--- config.mk ---
export PLATFORM = sky130hd
export DESIGN_NAME = serial_tx_8b_flat
export DESIGN_NICKNAME = d
export VERILOG_FILES = /design/src/rtl/serial_pkg.sv /design/src/rtl/serial_tx_8b_if.sv /design/src/rtl/serial_bit_timer.sv /design/src/rtl/serial_tx_8b.sv /design/src/flat_wrapper.sv
export SDC_FILE = /design/constraint.sdc
export NUM_CORES = 1
export LEC_CHECK = 0
export ABC_AREA = 1
export CAP_MARGIN = 20
export CELL_PAD_IN_SITES_DETAIL_PLACEMENT = 0
export CELL_PAD_IN_SITES_GLOBAL_PLACEMENT = 1
export CORE_ASPECT_RATIO = 0.8
export CORE_MARGIN = 1.5
export CORE_UTILIZATION = 42
export CTS_CLUSTER_SIZE = 25
export DETAILED_ROUTE_END_ITERATION = 10
export GPL_ROUTABILITY_DRIVEN = 0
export PLACE_DENSITY = 0.84
export SYNTH_ARGS = -nofsm -noshare
export SYNTH_HDL_FRONTEND = slang
export SYNTH_SLANG_ARGS = --single-unit
export TNS_END_PERCENT = 1
--- constraint.sdc ---
create_clock -name clk -period 3.8 [get_ports clk]
set_clock_uncertainty 0.2 [all_clocks]
set_input_delay 0.76 -clock clk [delete_from_list [all_inputs] [get_ports clk]]
set_output_delay 0.76 -clock clk [all_outputs]
set_load 0.01 [all_outputs]
--- src/rtl/serial_pkg.sv ---
// Shared types and frame constants for the 8-bit serial transmitter.
// Latency: n/a (declarations only).
// Backpressure: n/a (declarations only).
package serial_pkg;
  localparam int   DATA_BITS  = 8;
  localparam int   FRAME_BITS = 11;
  localparam logic IDLE_LEVEL = 1'b1;

  typedef enum logic [2:0] {
    IDLE,
    START,
    DATA,
    PARITY,
    STOP
  } tx_state_t;

  // Even parity: the parity bit makes the total count of ones even.
  function automatic logic even_parity(input logic [DATA_BITS-1:0] d);
    return ^d;
  endfunction
endpackage

--- src/rtl/serial_tx_8b_if.sv ---
// Byte-in / serial-out bundle for the 8-bit serial transmitter.
// Latency: n/a (wires only).
// Backpressure: in_rdy low holds the producer off while a frame is on the line.
interface serial_tx_8b_if;
  import serial_pkg::*;

  logic [DATA_BITS-1:0] in_;
  logic                 in_val;
  logic                 in_rdy;
  logic                 out;
  logic                 busy;

  modport master (output in_, output in_val, input in_rdy, input out, input busy);
  modport slave  (input in_, input in_val, output in_rdy, output out, output busy);
endinterface

--- src/rtl/serial_bit_timer.sv ---
// Bit-period counter: counts 0..BIT_CYCLES-1 and flags the last cycle of each bit.
// Latency: tick is decoded from the registered count, no input-to-output path.
// Backpressure: none; clear holds the count at 0.
module serial_bit_timer #(
  parameter int BIT_CYCLES = 4
) (
  input  logic clk,
  input  logic reset,
  input  logic clear,
  output logic tick
);
  localparam logic [7:0] LAST = 8'(BIT_CYCLES - 1);

  logic [7:0] cnt;

  assign tick = (cnt == LAST);

  // Count within the bit period, restarting at 0 after the last cycle.
  always_ff @(posedge clk) begin
    if (reset || clear) begin
      cnt <= 8'd0;
    end else if (tick) begin
      cnt <= 8'd0;
    end else begin
      cnt <= cnt + 8'd1;
    end
  end
endmodule

--- src/rtl/serial_tx_8b.sv ---
// Serial transmitter: start, 8 data bits LSB first, even parity, stop; BIT_CYCLES per bit.
// Latency: start bit appears on out the cycle after the accepting edge.
// Backpressure: in_rdy only in IDLE; in_val while busy is ignored, nothing is queued.
module serial_tx_8b
  import serial_pkg::*;
#(
  parameter int BIT_CYCLES = 4
) (
  input  logic           clk,
  input  logic           reset,
  serial_tx_8b_if.slave  bus
);
  tx_state_t            state;
  tx_state_t            state_nxt;
  logic [DATA_BITS-1:0] shift_reg;
  logic [2:0]           bit_idx;
  logic                 parity_bit;
  logic                 tick;
  logic                 accept;
  logic                 last_bit;
  logic                 timer_clear;
  logic                 out_d;
  logic                 busy_d;

  // Ready depends only on registered state and reset, never on in_val.
  assign bus.in_rdy  = (state == IDLE) && !reset;
  assign accept      = bus.in_val && bus.in_rdy;
  assign last_bit    = (bit_idx == 3'(DATA_BITS - 1));
  assign timer_clear = (state == IDLE);
  assign bus.out     = out_d;
  assign bus.busy    = busy_d;

  serial_bit_timer #(.BIT_CYCLES(BIT_CYCLES)) u_timer (
    .clk   (clk),
    .reset (reset),
    .clear (timer_clear),
    .tick  (tick)
  );

  // State register.
  always_ff @(posedge clk) begin
    if (reset) begin
      state <= IDLE;
    end else begin
      state <= state_nxt;
    end
  end

  // Capture the byte and its parity on accept; shift one bit out per DATA bit period.
  always_ff @(posedge clk) begin
    if (reset) begin
      shift_reg  <= '0;
      bit_idx    <= 3'd0;
      parity_bit <= 1'b0;
    end else if (accept) begin
      shift_reg  <= bus.in_;
      bit_idx    <= 3'd0;
      parity_bit <= even_parity(bus.in_);
    end else if ((state == DATA) && tick) begin
      shift_reg  <= shift_reg >> 1;
      bit_idx    <= bit_idx + 3'd1;
    end
  end

  // Next-state: each non-idle state lasts whole bit periods; DATA lasts eight of them.
  always_comb begin
    state_nxt = state;
    case (state)
      IDLE:    if (accept) state_nxt = START;
      START:   if (tick) state_nxt = DATA;
      DATA:    if (tick && last_bit) state_nxt = PARITY;
      PARITY:  if (tick) state_nxt = STOP;
      STOP:    if (tick) state_nxt = IDLE;
      default: state_nxt = IDLE;
    endcase
  end

  // Line level and busy decoded from registered state only.
  always_comb begin
    out_d  = IDLE_LEVEL;
    busy_d = 1'b1;
    case (state)
      IDLE:    begin out_d = IDLE_LEVEL; busy_d = 1'b0; end
      START:   out_d = 1'b0;
      DATA:    out_d = shift_reg[0];
      PARITY:  out_d = parity_bit;
      STOP:    out_d = 1'b1;
      default: begin out_d = IDLE_LEVEL; busy_d = 1'b0; end
    endcase
  end
endmodule

--- src/flat_wrapper.sv ---
// flat-port wrapper written by rule: the top's interface ports become plain ports
module serial_tx_8b_flat import serial_pkg::*;
#(
  parameter int BIT_CYCLES = 4
)
  (clk, reset, bus_in_, bus_in_val, bus_in_rdy, bus_out, bus_busy);
  serial_tx_8b_if bus_i ();
  input  logic clk;
  input  logic reset;
  input wire logic [$bits(bus_i.in_)-1:0] bus_in_;
  input wire logic [$bits(bus_i.in_val)-1:0] bus_in_val;
  output wire logic [$bits(bus_i.in_rdy)-1:0] bus_in_rdy;
  output wire logic [$bits(bus_i.out)-1:0] bus_out;
  output wire logic [$bits(bus_i.busy)-1:0] bus_busy;
  assign bus_i.in_ = bus_in_;
  assign bus_i.in_val = bus_in_val;
  assign bus_in_rdy = bus_i.in_rdy;
  assign bus_out = bus_i.out;
  assign bus_busy = bus_i.busy;
  serial_tx_8b #(.BIT_CYCLES(BIT_CYCLES)) u_core (.clk(clk), .reset(reset), .bus(bus_i));
endmodule
==> results of run 1 <==
[metrics by stage]
step	utilization	setup WS (ns)	instances	total power [mW]	area, µm²
floorplan	-	1.76	208	0.662	1350
global placement	0.487	0.750	258	0.761	1490
detailed placement	0.487	0.726	258	0.768	1490
CTS	0.503	0.724	262	0.922	1540
global route	0.503	0.654	262	1.00	1540
finish	0.503	0.730	262	0.919	1540
[worst register-to-register path: stages (launching register included)]
cell	delay, ns
dfxtp_1	0.36
ha_1	0.20
nand2_1	0.12
nor2_2	0.23
nand2_4	0.12
nand2_4	0.17
nand2_1	0.07
nor2_1	0.10
nor2_1	0.05
[where the power goes]
group | internal [mW] | switching (mW)
clock network | 0.0742 | 0.0809
registers | 0.289 | 0.0399
logic | 0.176 | 0.258
total | 0.540 | 0.379
[cell families (layout without fill, tap and decap cells)]
family | after synthesis | after routing | share of synthesized area
xor+xnor | 1 | 1 | 0.00650
fa+ha+maj | 3 | 3 | 0.0279
buf+inv | 33 | 47 | 0.110
compound gates | 22 | 22 | 0.0947
flops | 23 | 23 | 0.342
simple gates | 126 | 126 | 0.419
[routing by layer]
metal / up-vias / GRT usage / wire length, µm
met5: - / 0 / 0
met4: 0 / 0.0204 / 12
met3: 2 / 0.0502 / 96
met2: 12 / 0.267 / 1150
met1: 536 / 0.207 / 1340
li1: 670 / - / -
[cells in the final DEF, fill, tap and decap left out, drive strengths merged]
cell type,netlist,layout
a21boi,2,2
a21oi,7,7
and3,1,1
clkbuf,0,3
clkdlybuf4s50,0,13
clkinvlp,0,1
dfxtp,23,23
ha,3,3
inv,30,30
nand2,65,65
nand3,8,8
nand3b,1,1
nor2,45,45
nor3,4,4
nor3b,2,2
o211ai,2,2
o21ai,10,10
o2bb2ai,1,1
xor2,1,1
[how the worst max path moves through the flow]
stage                     startpoint    endpoint
after detailed placement       reset  bus_in_rdy
after CTS                      reset  bus_in_rdy
after global placement         reset  bus_in_rdy
after global routing           reset  bus_in_rdy
after floorplan                reset  bus_in_rdy
final                          reset  bus_in_rdy
[cell type report]
class                           count  area, µm²  share of cell area
Multi-Input combinational cell    152        738               0.479
Clock buffer                        3       41.3              0.0268
Tap cell                           40       50.0              0.0325
Timing Repair Buffer               13        130              0.0845
Clock inverter                      1       7.51             0.00487
Inverter                           30        113              0.0731
Sequential cell                    23        460               0.299
==> impl_results.md, run 1 <==
- Hold Crit Depth: 1
- Die Height: 53.7 µm
- Ys async rst share: 0
- IO Count: 14
- Pwr dens: 596 nW/µm²
- CP bufs+invs: 2
- Hold Path Class: flip-flop to flip-flop
- Leak: 0.747 nW
- Drt drc: 0
- Cells on worst reg2reg path: 8
- Max Fclk: 326 MHz
- Max_slew headroom: 0.722
- Ratio of cells with drive above 1 in the final layout: 0.0766
- Initial DRC Count: 56
- Largest net degree at the start of global routing: 16
- Clock Tree Buf Depth: 2
- Hold_buf cts: 0
- Req. time, crit path: 2.84 ns
- Endpoints failing hold: 0
- Most frequent cells after synthesis: nand2_1 (59), nor2_1 (40), inv_1 (30)
- Crit path depth: 3
- Synth Cell Area: 1350 µm²
- Core Footprint: 3060 µm²
- WS Path Type: primary input to output pin
- CP max stage delay: 0.59 ns
- Nets: 237
- Initial antenna violation count: 0
- Post-synthesis register bit count: 23
- Pre-Repair DR Iteration Count: 4
- Area Growth Syn to Fin: 14.3%
- Reg2Reg Setup Slack: 2.09 ns
- Std cell rows: 18
- DR WL/cell: 9.91 µm
- Crit path cell chain: clkdlybuf4s50_1 > nor2_4 > clkdlybuf4s50_1
- Grt ovf: 0
- Crit end category: output pin
- Die area: 3560 µm²
- CP Launch Type: primary input
- Top_reg_cell synth: dfxtp_1
- Max-cap violation count: 0
- Hold slack: 0.249 ns
- Worst flop-to-flop path startpoint: u_core.u_timer.cnt[0]$_SDFF_PP0_
- RSZ-0062 raised after global routing: false
- Number of fillers in the final layout: 332
- Minimum clock period: 3.07 ns
- DP HPWL: 2020 µm
- Hold wc startpoint: u_core.u_timer.cnt[0]$_SDFF_PP0_
- Yosys top cell by area: dfxtp_1
- CTS clock-pin slew for the worst setup and hold paths: 0.08 ns
- Vias: 1220
- Syn Inst Count: 208
- Hold endpoint: u_core.u_timer.cnt[0]$_SDFF_PP0_
- Setup tns final: 0 ns
- CTS resizes: 0
- Vias in the first global route: 1074
- Initial Utilization: 0.440
- Slowest cell on crit path: clkdlybuf4s50_1
- Most frequent CP cell: clkdlybuf4s50_1
- Final-report max-slew violation count: 0
- CTS Sinks: 23
- Via/cell ratio: 4.66
- CTS HTree Levels: 1
- Post-synth top area share: 0.342
- Num CTS Buffers: 3
- Die W: 66.3 µm
- VDD IR max: 251 µV
- Worst Path Arrival: 2.11 ns
- Syn avg cell area: 6.48 µm²
- Total GRT Usage: 0.159
- Cell variety after synth: 26
- CP delay by family, top: buffers and inverters
- RR Endpoint: u_core.shift_reg[2]$_SDFFE_PP0P_
- Routed Antenna Nets: 0
- Sequential element share of the synthesized area: 0.342
- Syn nets: 222
- Final period util: 0.808
- # port buffers: 13
- TritonCTS clock tree: done
- EDFF count, synth: 0
- Status: completed
- YS warnings: 0
- First-pass GRT wire length: 4330 µm
- Clk Latency, worst-skew pair: 0.27 ns
- CP max FO: 9
- ANT cells: 0
- Main area contributors after synthesis: dfxtp_1 (34%), nand2_1 (16%), nor2_1 (11%)
- Post-CTS setup buffer count: 0
- Final wirelength: 2600 µm
- Top-count cell post-synth: nand2_1
- Clk root buf: clkbuf_8
- Worst slew pin tran: 0.415 ns
- Finish-stage setup viols: 0
Note: power is estimated with default switching activity, not from simulation.
==> inputs of run 2 (changes only) <==
--- a/config.mk
+++ b/config.mk
@@ -11,11 +11,11 @@
 export CELL_PAD_IN_SITES_GLOBAL_PLACEMENT = 1
 export CORE_ASPECT_RATIO = 0.8
 export CORE_MARGIN = 1.5
-export CORE_UTILIZATION = 42
+export CORE_UTILIZATION = 39
 export CTS_CLUSTER_SIZE = 25
 export DETAILED_ROUTE_END_ITERATION = 10
 export GPL_ROUTABILITY_DRIVEN = 0
-export PLACE_DENSITY = 0.84
+export PLACE_DENSITY = 0.79
 export SYNTH_ARGS = -nofsm -noshare
 export SYNTH_HDL_FRONTEND = slang
 export SYNTH_SLANG_ARGS = --single-unit
==> constraint.sdc (replaced) <==
create_clock -name clk -period 3.2 [get_ports clk]
set_clock_uncertainty 0.2 [all_clocks]
set_input_delay 0.64 -clock clk [delete_from_list [all_inputs] [get_ports clk]]
set_output_delay 0.64 -clock clk [all_outputs]
set_load 0.01 [all_outputs]
==> run 2 against run 1 <==
Net effect: via count is essentially flat; wire length is 1.3% lower; design area fell by 0.16%; total power grew 18%; combinational power grew 18%; worst hold slack worse by 0.0020 ns; utilization fell by 2.2 points; worst setup slack got worse by 0.35 ns; critical path type unchanged; critical endpoint unchanged.
==> impl_results.md, run 2 (synthesized netlist as in run 1, its figures left out) <==
- Status: completed
- Max_slew headroom: 0.736
- Std cell rows: 18
- CP max FO: 9
- RSZ-0062 raised after global routing: false
- Initial DRC Count: 50
- Vias in the first global route: 1091
- Leak: 0.751 nW
- Number of fillers in the final layout: 334
- Nets: 237
- Worst slew pin tran: 0.395 ns
- Pre-Repair DR Iteration Count: 5
- CP delay by family, top: buffers and inverters
- Clk root buf: clkbuf_8
- Overall power after layout: 1.08 mW
- Pwr dens: 705 nW/µm²
- Via/cell ratio: 4.65
- CP bufs+invs: 2
- Endpoints failing hold: 0
- Area Growth Syn to Fin: 14.1%
- DP HPWL: 2080 µm
- Crit path cell chain: clkdlybuf4s50_1 > nor2_4 > clkdlybuf4s50_1
- Slowest cell on crit path: clkdlybuf4s50_1
- CTS resizes: 0
- Die W: 68.7 µm
- Initial antenna violation count: 0
- Req. time, crit path: 2.36 ns
- Clock Tree Buf Depth: 2
- Multi-input gate area: 738 µm²
- CP Launch Type: primary input
- Worst setup margin: 0.377 ns
- CP max stage delay: 0.58 ns
- Die area: 3820 µm²
- Final period util: 0.882
- Routed Antenna Nets: 0
- First-pass GRT wire length: 4620 µm
- Clk Latency, worst-skew pair: 0.26 ns
- Minimum clock period: 2.82 ns
- VDD IR max: 437 µV
- Final-report max-slew violation count: 0
- Core Footprint: 3200 µm²
- Initial Utilization: 0.421
- Post-CTS setup buffer count: 0
- Ratio of cells with drive above 1 in the final layout: 0.0766
- Setup tns final: 0 ns
- Sequential cell area: 460 µm²
- Largest net degree at the start of global routing: 16
- Fin util: 0.481
- # port buffers: 13
- Max-cap violation count: 0
- CTS Sinks: 23
- Total GRT Usage: 0.154
- CTS HTree Levels: 1
- DR WL/cell: 9.77 µm
- IO Count: 14
- Final wirelength: 2560 µm
- Commonest cells after routing, fill and taps aside: nand2_1 (59), nor2_1 (40), inv_1 (30)
- Most common cell after layout, fill and taps aside: nand2_1
- Drt drc: 0
- WS Path Type: primary input to output pin
- Pre-CTS setup slack: 0.368 ns
- TritonCTS clock tree: done
- Crit end category: output pin
- CTS clock-pin slew for the worst setup and hold paths: 0.07 ns
- Finish-stage setup viols: 0
- Hold Path Class: flip-flop to flip-flop
- ANT cells: 0
- Worst Path Arrival: 1.98 ns
- Hold_buf cts: 0
- Most frequent CP cell: clkdlybuf4s50_1
- Num CTS Buffers: 3
- Vias: 1219
- Max Fclk: 354 MHz
- Die Height: 55.6 µm
- Grt ovf: 0
## run 2: cell types whose count changed in the layout (fill, tap and decap cells not counted)
cell        previous run  this run
clkinvlp_4             1         0
clkinv_2               0         1
## run 2: final timing paths
| kind | from | end | slack [ns] | depth (start not counted) |
|---|---|---|---|---|
| hold / removal | u_core.u_timer.cnt[0]$_SDFF_PP0_ | u_core.u_timer.cnt[0]$_SDFF_PP0_ | 0.25 | 1 |
| setup / recovery | reset | bus_in_rdy | 0.38 | 3 |
| hold reg to reg | u_core.u_timer.cnt[0]$_SDFF_PP0_ | u_core.u_timer.cnt[0]$_SDFF_PP0_ | 0.25 | 1 |
| setup reg to reg | u_core.u_timer.cnt[0]$_SDFF_PP0_ | u_core.shift_reg[2]$_SDFFE_PP0P_ | 1.52 | 8 |
## run 2: cell type report
class                   instances  area share
inverters                      30      0.0732
repair buffers                 13      0.0846
well taps                      40      0.0325
clock inverters                 1     0.00325
flip-flops and latches         23       0.299
clock buffers                   3      0.0269
multi-input cells             152       0.480
## run 2: power breakdown
group | internal [mW] | switching (mW)
Sequential | 0.344 | 0.0508
Clock | 0.0868 | 0.0894
Combinational | 0.209 | 0.304
## run 2: metal layers
metal,share of wire,up-vias,global-route usage
met4,0,0,0.00840
li1,-,676,-
met2,0.45,15,0.236
met5,0,-,0
met3,0.034,0,0.0486
met1,0.51,528,0.224
## run 2: metrics by stage
step	cells	area (µm²)	hold slack (ns)
3_5_place_dp	258	1490	0.237
3_3_place_gp	258	1490	0.233
5_1_grt	262	1540	0.282
6_report	262	1540	0.247
4_1_cts	262	1540	0.254
2_1_floorplan	208	1350	0.218
==> inputs of run 3 (changes only) <==
==> constraint.sdc (replaced) <==
create_clock -name clk -period 3.03 [get_ports clk]
set_clock_uncertainty 0.2 [all_clocks]
set_input_delay 0.606 -clock clk [delete_from_list [all_inputs] [get_ports clk]]
set_output_delay 0.606 -clock clk [all_outputs]
set_load 0.005 [all_outputs]
==> run 3 against run 2 <==
Net effect: combinational power grew 3%; sequential power is 5% higher; clock power up 6%; count of clock-buffer cells in the layout stayed put; final cell count up 0.38%; global-route usage shrank 0.55 points; register-to-register slack lost 0.17 ns; sequential share of layout area decreased by 0.15 points; total power grew 4.2%; utilization up 0.23 points; design area grew 0.49%; critical path depth unchanged; largest power group unchanged.
==> impl_results.md, run 3 (synthesized netlist as in run 1, its figures left out) <==
- Drt drc: 0
- Grt ovf: 0
- CP max FO: 2
- Post-CTS setup buffer count: 0
- Commonest cells after routing, fill and taps aside: nand2_1 (59), nor2_1 (40), inv_1 (30)
- Crit end category: output pin
- Initial DRC Count: 92
- Reg2Reg Setup Slack: 1.35 ns
- Final period util: 0.840
- Worst Path Arrival: 1.74 ns
- Most common cell after layout, fill and taps aside: nand2_1
- Final-report max-slew violation count: 0
- Hold_buf cts: 0
- Max Fclk: 393 MHz
- Hold Path Class: flip-flop to flip-flop
- Routed Antenna Nets: 0
- Total GRT Usage: 0.149
- Worst setup margin: 0.484 ns
- Vias in the first global route: 1056
- Endpoints failing hold: 0
- CTS Sinks: 23
- Pre-Repair DR Iteration Count: 6
- Status: completed
- # port buffers: 13
- DR WL/cell: 9.53 µm
- VDD IR max: 265 µV
- Clk Latency, worst-skew pair: 0.26 ns
- CP Launch Type: primary input
- Worst slew pin tran: 0.399 ns
- Clk root buf: clkbuf_8
- CTS clock-pin slew for the worst setup and hold paths: 0.08 ns
- Setup tns final: 0 ns
- Finish-stage setup viols: 0
- Std cell rows: 18
- CTS resizes: 0
- Max-cap violation count: 0
- ANT cells: 0
- Overall power after layout: 1.13 mW
- First-pass GRT wire length: 4440 µm
- Max_slew headroom: 0.733
- Die Height: 55.6 µm
- Nets: 238
- Core Footprint: 3200 µm²
- Clock Tree Buf Depth: 2
- RSZ-0062 raised after global routing: false
- Ratio of cells with drive above 1 in the final layout: 0.0807
- Pwr dens: 731 nW/µm²
- Area Growth Syn to Fin: 14.7%
- CTS HTree Levels: 1
- Final wirelength: 2510 µm
- WS Path Type: primary input to output pin
- Minimum clock period: 2.55 ns
- Vias: 1207
- Die W: 68.7 µm
- Via/cell ratio: 4.59
- DP HPWL: 2010 µm
- Die area: 3820 µm²
- IO Count: 14
- Initial antenna violation count: 0
- Leak: 0.755 nW
- Largest net degree at the start of global routing: 16
- Number of fillers in the final layout: 318
- Initial Utilization: 0.421
- TritonCTS clock tree: done
- Pre-CTS setup slack: 0.478 ns
- Req. time, crit path: 2.22 ns
- Num CTS Buffers: 3
-- run 3: layer usage --
layer	routed length, µm	GRT usage	up-vias
li1	-	-	669
met5	0	0	-
met4	0	0.0168	0
met2	1060	0.225	10
met1	1360	0.213	528
met3	89	0.0486	0
-- run 3: per-stage QoR --
step	utilization	std cells	hold slack [ns]	area [µm²]
finish	0.483	263	0.257	1550
floorplan	-	208	0.218	1350
detailed placement	0.469	259	0.255	1500
CTS	0.483	263	0.268	1550
global route	0.483	263	0.290	1550
global placement	0.469	259	0.231	1500
-- run 3: area by class of cell --
class | instances | area [µm²] | share of cell area
Timing Repair Buffer | 14 | 138 | 0.0891
Tap cell | 40 | 50.0 | 0.0324
Clock buffer | 3 | 41.3 | 0.0267
Multi-Input combinational cell | 152 | 738 | 0.478
Clock inverter | 1 | 5.00 | 0.00324
Inverter | 30 | 113 | 0.0729
Sequential cell | 23 | 460 | 0.298
-- run 3: path summary, 6_finish.rpt --
kind	from	endpoint	cells past startpoint
setup / recovery	reset	bus_in_rdy	3
hold / removal	u_core.u_timer.cnt[0]$_SDFF_PP0_	u_core.u_timer.cnt[0]$_SDFF_PP0_	1
setup reg to reg	u_core.u_timer.cnt[0]$_SDFF_PP0_	u_core.shift_reg[0]$_SDFFE_PP0P_	8
hold reg to reg	u_core.u_timer.cnt[0]$_SDFF_PP0_	u_core.u_timer.cnt[0]$_SDFF_PP0_	1
-- run 3: critical path, stage by stage --
cell and delay [ns]:
clkdlybuf4s50_1 0.47, nor2_4 0.16, clkdlybuf4s50_1 0.51
-- run 3: power breakdown --
group,internal [mW],switching (mW),total (mW)
sequential,0.363,0.0505,0.413
clock,0.0917,0.0957,0.187
combinational,0.221,0.308,0.529
total,0.676,0.454,1.13
